--- src/rtl/fft_frame_feeder_pkg.sv ---
// Shared types and helpers for the FFT frame feeder and its surroundings.
// Latency: n/a (types, constants and a pure function only).
// Backpressure: n/a.
//
// Contents: default frame geometry, complex sample type, feeder FSM
// state encoding and a bit-reversal helper for bin reordering.
package fft_frame_feeder_pkg;

  localparam int FFT_N      = 8;
  localparam int FFT_DATA_W = 32;

  typedef struct packed {
    logic signed [FFT_DATA_W-1:0] re;
    logic signed [FFT_DATA_W-1:0] im;
  } cplx_t;

  typedef enum logic [1:0] {
    ST_FILL,
    ST_WAIT,
    ST_DRAIN
  } state_t;

  // Reverse the low log2n bits of k; log2n must be a constant when used in logic.
  function automatic int unsigned bitrev(input int unsigned k, input int unsigned log2n);
    int unsigned r;
    r = 0;
    for (int unsigned i = 0; i < log2n; i++) begin
      r = (r << 1) | ((k >> i) & 32'd1);
    end
    return r;
  endfunction

endpackage

--- src/rtl/fft_frame_feeder_if.sv ---
// Bundle of the feeder's sample input stream, parallel core bus and bin output stream.
// Latency: n/a (wires only).
// Backpressure: in_valid/in_ready on the sample side, out_valid/out_ready on the bin side.
//
// Ports (slave = feeder view):
//   in_valid/in_ready/in_re/in_im          sample stream into the feeder
//   fft_en/fft_x/fft_y                     frame and enable driven to the core
//   fft_xout/fft_yout                      core results, sample k at [k*DATA_W +: DATA_W]
//   out_valid/out_ready/out_re/out_im/out_idx/out_last   bin stream out of the feeder
//   busy                                   feeder is not accepting samples (WAIT or DRAIN)
interface fft_frame_feeder_if #(
  parameter int N      = fft_frame_feeder_pkg::FFT_N,
  parameter int DATA_W = fft_frame_feeder_pkg::FFT_DATA_W
);
  localparam int IDX_W = $clog2(N);

  logic                     in_valid;
  logic                     in_ready;
  logic signed [DATA_W-1:0] in_re;
  logic signed [DATA_W-1:0] in_im;

  logic                     fft_en;
  logic [N*DATA_W-1:0]      fft_x;
  logic [N*DATA_W-1:0]      fft_y;
  logic [N*DATA_W-1:0]      fft_xout;
  logic [N*DATA_W-1:0]      fft_yout;

  logic                     out_valid;
  logic                     out_ready;
  logic signed [DATA_W-1:0] out_re;
  logic signed [DATA_W-1:0] out_im;
  logic [IDX_W-1:0]         out_idx;
  logic                     out_last;

  logic                     busy;

  modport slave (
    input  in_valid, in_re, in_im, fft_xout, fft_yout, out_ready,
    output in_ready, fft_en, fft_x, fft_y, out_valid, out_re, out_im, out_idx, out_last, busy
  );

  modport master (
    output in_valid, in_re, in_im, fft_xout, fft_yout, out_ready,
    input  in_ready, fft_en, fft_x, fft_y, out_valid, out_re, out_im, out_idx, out_last, busy
  );

endinterface

--- src/rtl/fft_frame_feeder.sv ---
// Collects N streamed complex samples, presents them in parallel to the FFT core, captures its result, streams N bins out.
// Latency: last sample handshake at edge t -> fft_en high after edges t..t+FFT_LATENCY-1, first bin valid after edge t+FFT_LATENCY.
// Backpressure: in_ready is low for the whole WAIT/DRAIN phase (no frame overlap); bins hold stable while out_ready is low.
//
// Ports: clk (rising edge), reset (async, active low), bus (fft_frame_feeder_if.slave).
module fft_frame_feeder
  import fft_frame_feeder_pkg::*;
#(
  parameter int N           = FFT_N,
  parameter int FFT_LATENCY = 16,
  parameter bit OUT_BITREV  = 1'b0
) (
  input  logic             clk,
  input  logic             reset,
  fft_frame_feeder_if.slave bus
);

  localparam int DATA_W = FFT_DATA_W;
  localparam int IDX_W  = $clog2(N);
  localparam int LAT_W  = (FFT_LATENCY > 1) ? $clog2(FFT_LATENCY) : 1;

  localparam logic [IDX_W-1:0] LAST_IDX = IDX_W'(N - 1);
  localparam logic [LAT_W-1:0] LAST_LAT = LAT_W'(FFT_LATENCY - 1);

  state_t           state;
  logic [IDX_W-1:0] fill_cnt;
  logic [IDX_W-1:0] rd_cnt;
  logic [LAT_W-1:0] lat_cnt;

  // Whole frame and whole result are registers: the core consumes and
  // produces all N points in parallel, so a RAM would not help.
  cplx_t frame  [N];
  cplx_t result [N];

  logic             in_ready_q;
  logic             fft_en_q;
  logic             out_valid_q;
  logic             out_last_q;
  logic [IDX_W-1:0] out_idx_q;
  cplx_t            out_bin_q;

  logic [IDX_W-1:0] rd_nxt;

  // Result slot that feeds output bin k.
  function automatic logic [IDX_W-1:0] src_idx(input logic [IDX_W-1:0] k);
    if (OUT_BITREV) begin
      return IDX_W'(bitrev(32'(k), IDX_W));
    end
    return k;
  endfunction

  always_comb begin
    rd_nxt = rd_cnt + 1'b1;
  end

  always_ff @(posedge clk or negedge reset) begin
    if (!reset) begin
      state       <= ST_FILL;
      fill_cnt    <= '0;
      rd_cnt      <= '0;
      lat_cnt     <= '0;
      for (int k = 0; k < N; k++) begin
        frame[k]  <= '0;
        result[k] <= '0;
      end
      in_ready_q  <= 1'b0;
      fft_en_q    <= 1'b0;
      out_valid_q <= 1'b0;
      out_last_q  <= 1'b0;
      out_idx_q   <= '0;
      out_bin_q   <= '0;
    end else begin
      case (state)
        ST_FILL: begin
          in_ready_q <= 1'b1;
          if (bus.in_valid && in_ready_q) begin
            frame[fill_cnt] <= cplx_t'{re: bus.in_re, im: bus.in_im};
            if (fill_cnt == LAST_IDX) begin
              fill_cnt   <= '0;
              lat_cnt    <= '0;
              in_ready_q <= 1'b0;
              fft_en_q   <= 1'b1;
              state      <= ST_WAIT;
            end else begin
              fill_cnt <= fill_cnt + 1'b1;
            end
          end
        end

        ST_WAIT: begin
          if (lat_cnt == LAST_LAT) begin
            for (int k = 0; k < N; k++) begin
              result[k].re <= bus.fft_xout[k*DATA_W +: DATA_W];
              result[k].im <= bus.fft_yout[k*DATA_W +: DATA_W];
            end
            // Bin 0 reads slot 0 in both natural and bit-reversed order,
            // so it can be loaded straight from the core bus.
            out_bin_q.re <= bus.fft_xout[0 +: DATA_W];
            out_bin_q.im <= bus.fft_yout[0 +: DATA_W];
            out_idx_q    <= '0;
            out_last_q   <= 1'b0;
            out_valid_q  <= 1'b1;
            rd_cnt       <= '0;
            lat_cnt      <= '0;
            fft_en_q     <= 1'b0;
            state        <= ST_DRAIN;
          end else begin
            lat_cnt <= lat_cnt + 1'b1;
          end
        end

        ST_DRAIN: begin
          if (out_valid_q && bus.out_ready) begin
            if (out_last_q) begin
              out_valid_q <= 1'b0;
              out_last_q  <= 1'b0;
              rd_cnt      <= '0;
              in_ready_q  <= 1'b1;
              state       <= ST_FILL;
            end else begin
              rd_cnt     <= rd_nxt;
              out_idx_q  <= rd_nxt;
              out_last_q <= (rd_nxt == LAST_IDX);
              out_bin_q  <= result[src_idx(rd_nxt)];
            end
          end
        end

        default: begin
          state <= ST_FILL;
        end
      endcase
    end
  end

  for (genvar k = 0; k < N; k++) begin : g_frame_bus
    assign bus.fft_x[k*DATA_W +: DATA_W] = frame[k].re;
    assign bus.fft_y[k*DATA_W +: DATA_W] = frame[k].im;
  end

  assign bus.in_ready  = in_ready_q;
  assign bus.fft_en    = fft_en_q;
  assign bus.out_valid = out_valid_q;
  assign bus.out_re    = out_bin_q.re;
  assign bus.out_im    = out_bin_q.im;
  assign bus.out_idx   = out_idx_q;
  assign bus.out_last  = out_last_q;
  assign bus.busy      = (state != ST_FILL);

endmodule
--- src/flat_wrapper.sv ---
// flat-port wrapper written by rule: the top's interface ports become plain ports
module fft_frame_feeder_flat import fft_frame_feeder_pkg::*;
#(
  parameter int N           = FFT_N,
  parameter int FFT_LATENCY = 16,
  parameter bit OUT_BITREV  = 1'b0
)
  (clk, reset, bus_in_valid, bus_in_re, bus_in_im, bus_fft_xout, bus_fft_yout, bus_out_ready, bus_in_ready, bus_fft_en, bus_fft_x, bus_fft_y, bus_out_valid, bus_out_re, bus_out_im, bus_out_idx, bus_out_last, bus_busy);
  fft_frame_feeder_if #(.N(N)) bus_i ();
  input  logic clk;
  input  logic reset;
  input wire logic [$bits(bus_i.in_valid)-1:0] bus_in_valid;
  input wire logic [$bits(bus_i.in_re)-1:0] bus_in_re;
  input wire logic [$bits(bus_i.in_im)-1:0] bus_in_im;
  input wire logic [$bits(bus_i.fft_xout)-1:0] bus_fft_xout;
  input wire logic [$bits(bus_i.fft_yout)-1:0] bus_fft_yout;
  input wire logic [$bits(bus_i.out_ready)-1:0] bus_out_ready;
  output wire logic [$bits(bus_i.in_ready)-1:0] bus_in_ready;
  output wire logic [$bits(bus_i.fft_en)-1:0] bus_fft_en;
  output wire logic [$bits(bus_i.fft_x)-1:0] bus_fft_x;
  output wire logic [$bits(bus_i.fft_y)-1:0] bus_fft_y;
  output wire logic [$bits(bus_i.out_valid)-1:0] bus_out_valid;
  output wire logic [$bits(bus_i.out_re)-1:0] bus_out_re;
  output wire logic [$bits(bus_i.out_im)-1:0] bus_out_im;
  output wire logic [$bits(bus_i.out_idx)-1:0] bus_out_idx;
  output wire logic [$bits(bus_i.out_last)-1:0] bus_out_last;
  output wire logic [$bits(bus_i.busy)-1:0] bus_busy;
  assign bus_i.in_valid = bus_in_valid;
  assign bus_i.in_re = bus_in_re;
  assign bus_i.in_im = bus_in_im;
  assign bus_i.fft_xout = bus_fft_xout;
  assign bus_i.fft_yout = bus_fft_yout;
  assign bus_i.out_ready = bus_out_ready;
  assign bus_in_ready = bus_i.in_ready;
  assign bus_fft_en = bus_i.fft_en;
  assign bus_fft_x = bus_i.fft_x;
  assign bus_fft_y = bus_i.fft_y;
  assign bus_out_valid = bus_i.out_valid;
  assign bus_out_re = bus_i.out_re;
  assign bus_out_im = bus_i.out_im;
  assign bus_out_idx = bus_i.out_idx;
  assign bus_out_last = bus_i.out_last;
  assign bus_busy = bus_i.busy;
  fft_frame_feeder #(.N(N), .FFT_LATENCY(FFT_LATENCY), .OUT_BITREV(OUT_BITREV)) u_core (.clk(clk), .reset(reset), .bus(bus_i));
endmodule
--- config.mk ---
export PLATFORM = sky130hd
export DESIGN_NAME = fft_frame_feeder_flat
export DESIGN_NICKNAME = d
export VERILOG_FILES = /design/src/rtl/fft_frame_feeder_pkg.sv /design/src/rtl/fft_frame_feeder_if.sv /design/src/rtl/fft_frame_feeder.sv /design/src/flat_wrapper.sv
export SDC_FILE = /design/constraint.sdc
export NUM_CORES = 2
export LEC_CHECK = 0
export BUFFER_PORTS_ARGS = -buffer_cell sky130_fd_sc_hd__buf_2
export CORE_AREA = 2 2 454 456
export DETAILED_ROUTE_END_ITERATION = 7
export DIE_AREA = 0 0 456 458
export GPL_ROUTABILITY_DRIVEN = 1
export SYNTH_ARGS = -nofsm -noshare
export SYNTH_HDL_FRONTEND = slang
export SYNTH_SLANG_ARGS = --single-unit
--- constraint.sdc ---
create_clock -name clk -period 2.71 [get_ports clk]
set_input_delay 0.1355 -clock clk [delete_from_list [all_inputs] [get_ports clk]]
set_output_delay 0.1355 -clock clk [all_outputs]
set_load 0.03 [all_outputs]
After elaboration in Yosys (flattened, before gate mapping):

Cells that the tools add are included.

* reductions and logical operators: 17
* $add $sub $neg: 3
* shift-type cells: 0
* eq/ne operators: 11
* mux-type cells: 44
* $mul: 0
* $lt $le $gt $ge: 3
* divide/modulo/power cells: 0
* bitwise operators: 2

Operators by type and width (number)
* $bwmux 512: 1
* $mux 64: 6
* $bmux 64 s3: 1
* $demux 64 s3: 1
* $pmux 64 s2: 1
* $mux 3: 6
* $mux 1: 12
* $mux 4: 3
* $pmux 3 s2: 2
* $reduce_and 4->1: 3
* $mux 2: 5
* $ne 2x1->1 const B: 5
* $reduce_and 3->1: 3
* $ge 4x4->1 const B: 2
* $not 3->4: 2
* $pmux 1 s2: 4
* $pmux 4 s2: 1
* $reduce_bool 2->1: 4
* $add 3x1->3 const B: 2
* $eq 3x3->1 const B: 2
* $pmux 2 s3: 1
* $reduce_and 5->1: 1
* $add 4x1->4 const B: 1
* $eq 4x4->1 const B: 1
* 7 further kinds: 10

* latch bits: 0
* output and inout bits: 584
* bits in writable memories: 0
* bits in read-only memories: 0
* bits in registers: 1107
* memories: 0
* bits of input ports: 580

Logic depth before layout (Yosys ltp):

* word-level depth: 8
* mapped depth: 10
* gate-level depth less buffers: 6

Least setup slack after synthesis:

OpenSTA, ideal clock, no wires.

* kind: register -> register
* start: register u_core.rd_cnt[0]
* end: register u_core.out_bin_q (netlist bit u_core.bus.out_im[12])
* arrival: 2522 ps
* data required time: 2583 ps
* cell stages (with the launch flop): 11
* period minus slack after synthesis: 2649 ps
* path slack: 61 ps
* path buffers: 5
* cells stage by stage: dfrtp_1 clkbuf_1 buf_2 buf_2 inv_1 ha_1 clkbuf_1 clkbuf_1 mux4_2 a22oi_1 a21oi_1

* cells in the longest elaborated chain, start to end: 8

Ends and longest elaborated chain
* start, declared: RTL line fft_frame_feeder.sv:27 `logic [IDX_W-1:0] rd_cnt;`
* start signal, assigned: RTL line fft_frame_feeder.sv:121 `rd_cnt <= rd_nxt;`
* $add 3x1->3: RTL line fft_frame_feeder.sv:53 `rd_nxt = rd_cnt + 1'b1;`
* $not 3->4 (implied by the code): RTL line fft_frame_feeder.sv:124 `out_bin_q <= result[src_idx(rd_nxt)];`
* $bmux 64 s3: RTL line fft_frame_feeder.sv:124
* $mux 64 (implied by the code) (2 in series): RTL line fft_frame_feeder.sv:124
* $mux 64: RTL line fft_frame_feeder.sv:114 `if (out_last_q) begin`
* $mux 64: RTL line fft_frame_feeder.sv:113 `if (out_valid_q && bus.out_ready) begin`
* $pmux 64 s2: RTL line fft_frame_feeder.sv:73 `case (state)`
* end signal, assigned: RTL line fft_frame_feeder.sv:124
* end, declared: RTL line fft_frame_feeder.sv:40 `cplx_t out_bin_q;`

No other way between the ends. The select of a mux whose other input is x is not followed.
A chain may end at the register's enable or synchronous reset.

Worst setup path after layout:

* start: register u_core.state[0]
* end: register u_core.frame (netlist bit u_core.bus.fft_x[2])

* cells in the longest elaborated chain, start to end: 2

Ends and longest elaborated chain
* start, declared: RTL line fft_frame_feeder.sv:25 `state_t state;`
* start signal, assigned: RTL line fft_frame_feeder.sv:58 `state <= ST_FILL;`
* start signal, assigned: RTL line fft_frame_feeder.sv:83 `state <= ST_WAIT;`
* start signal, assigned: RTL line fft_frame_feeder.sv:106 `state <= ST_DRAIN;`
* $logic_not 2->1: RTL line fft_frame_feeder.sv:73
* $reduce_and 2->1 (no line)
* end signal, assigned by index: RTL line fft_frame_feeder.sv:77 `frame[fill_cnt] <= cplx_t'{re: bus.in_re, im: bus.in_im};`
* end, declared: RTL line fft_frame_feeder.sv:32 `cplx_t frame [N];`

No other way between the ends.

==> flow_metrics.tcl <==
set metrics [dict create \
    synth_xor_area_frac 0.000194 \
    synth-simple-area-share 0.140 \
    start_util 0.221 \
    timing_hold_violations_final 0 \
    ff2ff_path_depth 6 \
    synthMuxAreaShare 0.192 \
    viasPerCell 4.44 \
    fmax_mhz 393 \
    finalClockSkew_ps 55.0 \
    async_reset_ff_frac 1.00 \
    power_frac_clock 0.252 \
    period_needed_ps 2540 \
    status "complete, no violations" \
    synth_cells 3868 \
    slowest_stage "or4_4" \
    relSlewSlack 0.397 \
    setup_tns_ps 0 \
    grt_pass1_vias 40000 \
    clockRootBuffer "clkbuf_16" \
    holdPathStages 4 \
    grt_pass1_wl_um 259000 \
    whs_endpoint "u_core.result[159]" \
    final.period_utilization 0.939 \
    min_from "bus_fft_yout[191]" \
    clk_latency_ps 780 \
    dieArea_mm2 0.209 \
    postSynthNetCount 4457 \
    p_int_w 0.0421 \
    ys_seq_area_frac 0.614 \
    ff_latch_area_mm2 0.0277 \
    critical_path_class "register to register" \
    synth_top_area_frac 0.614 \
    io_pins 1164 \
    p_leak_nw 29.9 \
    synth_compound_area_frac 0.0295 \
    routed_wirelength_um 176000 \
    synth_top_family_by_area "multiplexers" \
    antenna_found_initial 37 \
    flow.area_growth_from_synthesis_pct 46.4 \
    cp-start-kind "register" \
    wl_per_cell_um 20.5 \
    final_util 0.324 \
    rows 166 \
    path_max_fanout 8 \
    drt_iter0_drc 3248 \
    yosys.area.top_type "dfrtp_1" \
    detailed_place_hpwl_um 122000 \
    ys_types 41 \
    drc 0 \
    hp-class "input pin to register" \
    synth_edf_count 0 \
    htreeDepth 3 \
    ys_ff_latch 1107 \
    synthAdderAreaFrac 0.00250 \
    ant_nets 0 \
    end_kind "register" \
    power-per-cell-area_mw_per_mm2 1050 \
    nets 6322 \
    power.share.sequential 0.384 \
    r2r-start "u_core.state[0]" \
    via_count 37950 \
    ys_warn_count 0 \
    clockBufferDepth 3 \
    synth_ff_type "dfrtp_1" \
    drive_gt1_frac 0.364 \
    rsz0062_at_grt "false" \
    tightestPinTransition_ps 904 \
    core_area_mm2 0.204 \
    die_w_um 456 \
    p_sw_frac 0.390 \
    clk_pin_slew_ps 60 \
    grt_max_degree 185 \
    slowest_delay_ps 570 \
    p_comb_frac 0.364 \
    fillers 20051 \
    syn_avg_cell_area_um2 11.7 \
    path_cells "inv_1 > ha_1 > nand3_2 > or4_4 > mux2_1 > dlygate4sd3_1" \
    portBuffers 1163 \
    ir_drop_uv 574 \
    drt_pre_antenna_iters 8 \
    grt.total_usage 0.164 \
    cts_tree "done" \
    multi_input_comb_area_mm2 0.0165 \
    synth_common_cells "1555 x nand2_1, 1107 x dfrtp_1, 438 x mux2_2" \
    yosysMostFrequentCell "nand2_1" \
    reg2reg_slack_ps 170 \
    grt-ovfl-total 0 \
    required_ps 3340 \
    holdWs_ps 93.1 \
    final_cell_area_mm2 0.0660 \
    maxCapViolCount 0 \
    numCtsBuffers 119 \
    synth.cell_area_mm2 0.0451 \
    setup-violations-final 0 \
    die_h_um 458 \
    arrival_ps 3170 \
    drv_slew 0 \
    gp_congestion 0.879 \
    power_switching_w 0.0269 \
    place_area_mm2 0.0554 \
    r2r-end "u_core.bus.fft_x[2]" \
    yosys-top-cells-area "dfrtp_1 61%, nand2_1 13%, mux2_2 11%" \
    clock-sinks 1107 \
]
kinds of logic after synthesis:
| group | after synthesis |
|---|---|
| multiplexers | 642 |
| AO/OA/AOI/OAI | 221 |
| XOR/XNOR | 1 |
| buffers and inverters | 236 |
| AND/OR/NAND/NOR | 1652 |
| adder cells (fa/ha/maj) | 9 |
| flip-flops | 1107 |
power by group through the flow:
stage	clock [W]	sequential [W]	combinational, W
after global routing	0.0185	0.0272	0.0266
final	0.0174	0.0265	0.0251
after CTS	0.0178	0.0265	0.0253
after global placement	0	0.0264	0.0241
after detailed placement	0	0.0267	0.0244
after floorplan	0	0.0340	0.00746
registers in the layout, summed over array words and instances, names as in the netlist:
name,flops
u_core.bus.fft_y,256
u_core.bus.fft_x,256
u_core.bus.out_im,32
u_core.bus.out_re,32
u_core.bus.out_last,1
u_core.bus.out_valid,1
u_core.lat_cnt,4
u_core.bus.out_idx,3
u_core.rd_cnt,3
u_core.bus.in_ready,1
u_core.result,512
u_core.state,2
u_core.bus.fft_en,1
u_core.fill_cnt,3
cell type report:
cell class                 count  area share
timing repair buffer        1974       0.214
inverter                       6    0.000360
clock inverter                46      0.0108
tap                         2688      0.0509
antenna                       32     0.00121
clock buffer                 175      0.0533
sequential                  1107       0.420
multi-input combinational   2525       0.250
what timing repair did:
action | in CTS | in global routing
hold buffers | 634 | 0
endpoints found under the setup margin | 0 | 0
setup buffers | 0 | 0
resized for setup | 0 | 0
endpoints found under the hold margin | 1487 | 0
stage by stage:
step | setup slack, ps | std cells | total power [W]
CTS | 163 | 8521 | 0.0695
detailed placement | 317 | 7666 | 0.0511
global route | 33.6 | 8549 | 0.0723
global placement | 338 | 7666 | 0.0505
finish | 166 | 8553 | 0.0690
floorplan | 60.9 | 3868 | 0.0415
worst max-delay path, delay by kind of cell (launching register included):
kind | cells | cell delay (ps)
multiplexers | 1 | 350
buffers and inverters | 2 | 660
adder cells (fa/ha/maj) | 1 | 290
AND/OR/NAND/NOR | 2 | 740
flip-flops | 1 | 390
cell usage in the layout, fill, tap and decap left out, types with 3 or more instances in the layout:
| master | Yosys | layout |
|---|---|---|
| mux2_1 | 76 | 76 |
| nor2_4 | 0 | 4 |
| o31ai_1 | 5 | 5 |
| nand3_1 | 3 | 3 |
| clkbuf_1 | 151 | 24 |
| inv_6 | 0 | 6 |
| clkbuf_16 | 0 | 120 |
| clkinv_16 | 0 | 5 |
| ha_1 | 9 | 8 |
| a21o_1 | 3 | 3 |
| a21oi_1 | 129 | 129 |
| nor2_1 | 68 | 67 |
| a22oi_1 | 65 | 64 |
| o21ai_0 | 7 | 7 |
| bufinv_16 | 0 | 12 |
| clkinvlp_4 | 0 | 4 |
| dfrtp_1 | 1107 | 1106 |
| inv_1 | 5 | 5 |
| buf_4 | 0 | 128 |
| buf_12 | 0 | 49 |
| clkbuf_8 | 0 | 31 |
| buf_2 | 67 | 1162 |
| nand4_1 | 3 | 3 |
| diode_2 | 0 | 32 |
| nor3_4 | 0 | 3 |
| clkinv_2 | 0 | 16 |
| nand2_1 | 1555 | 1555 |
| mux2_2 | 438 | 438 |
| nand2b_1 | 8 | 8 |
| dlygate4sd3_1 | 0 | 634 |
| mux4_2 | 128 | 128 |
how the worst max path moves through the flow:
stage / start / endpoint / slack, ps / cells after the start
after floorplan: u_core.rd_cnt[0] / u_core.bus.out_im[12] / 60 / 10
after global placement: u_core.state[0] / u_core.bus.fft_x[54] / 340 / 6
after detailed placement: u_core.state[0] / u_core.bus.fft_x[158] / 320 / 8
after CTS: u_core.state[0] / u_core.bus.fft_x[2] / 160 / 6
after global routing: u_core.state[0] / u_core.bus.fft_x[24] / 30 / 6
final: u_core.state[0] / u_core.bus.fft_x[2] / 170 / 6
routing by layer:
| layer | track usage | vias up | part of all wire |
|---|---|---|---|
| li1 | - | 16651 | - |
| met2 | 0.284 | 1817 | 0.50 |
| met5 | 0 | - | 0 |
| met4 | 0.0991 | 0 | 0.063 |
| met1 | 0.186 | 18964 | 0.37 |
| met3 | 0.0352 | 518 | 0.063 |
No activity file was read; power rests on OpenSTA's default activity.
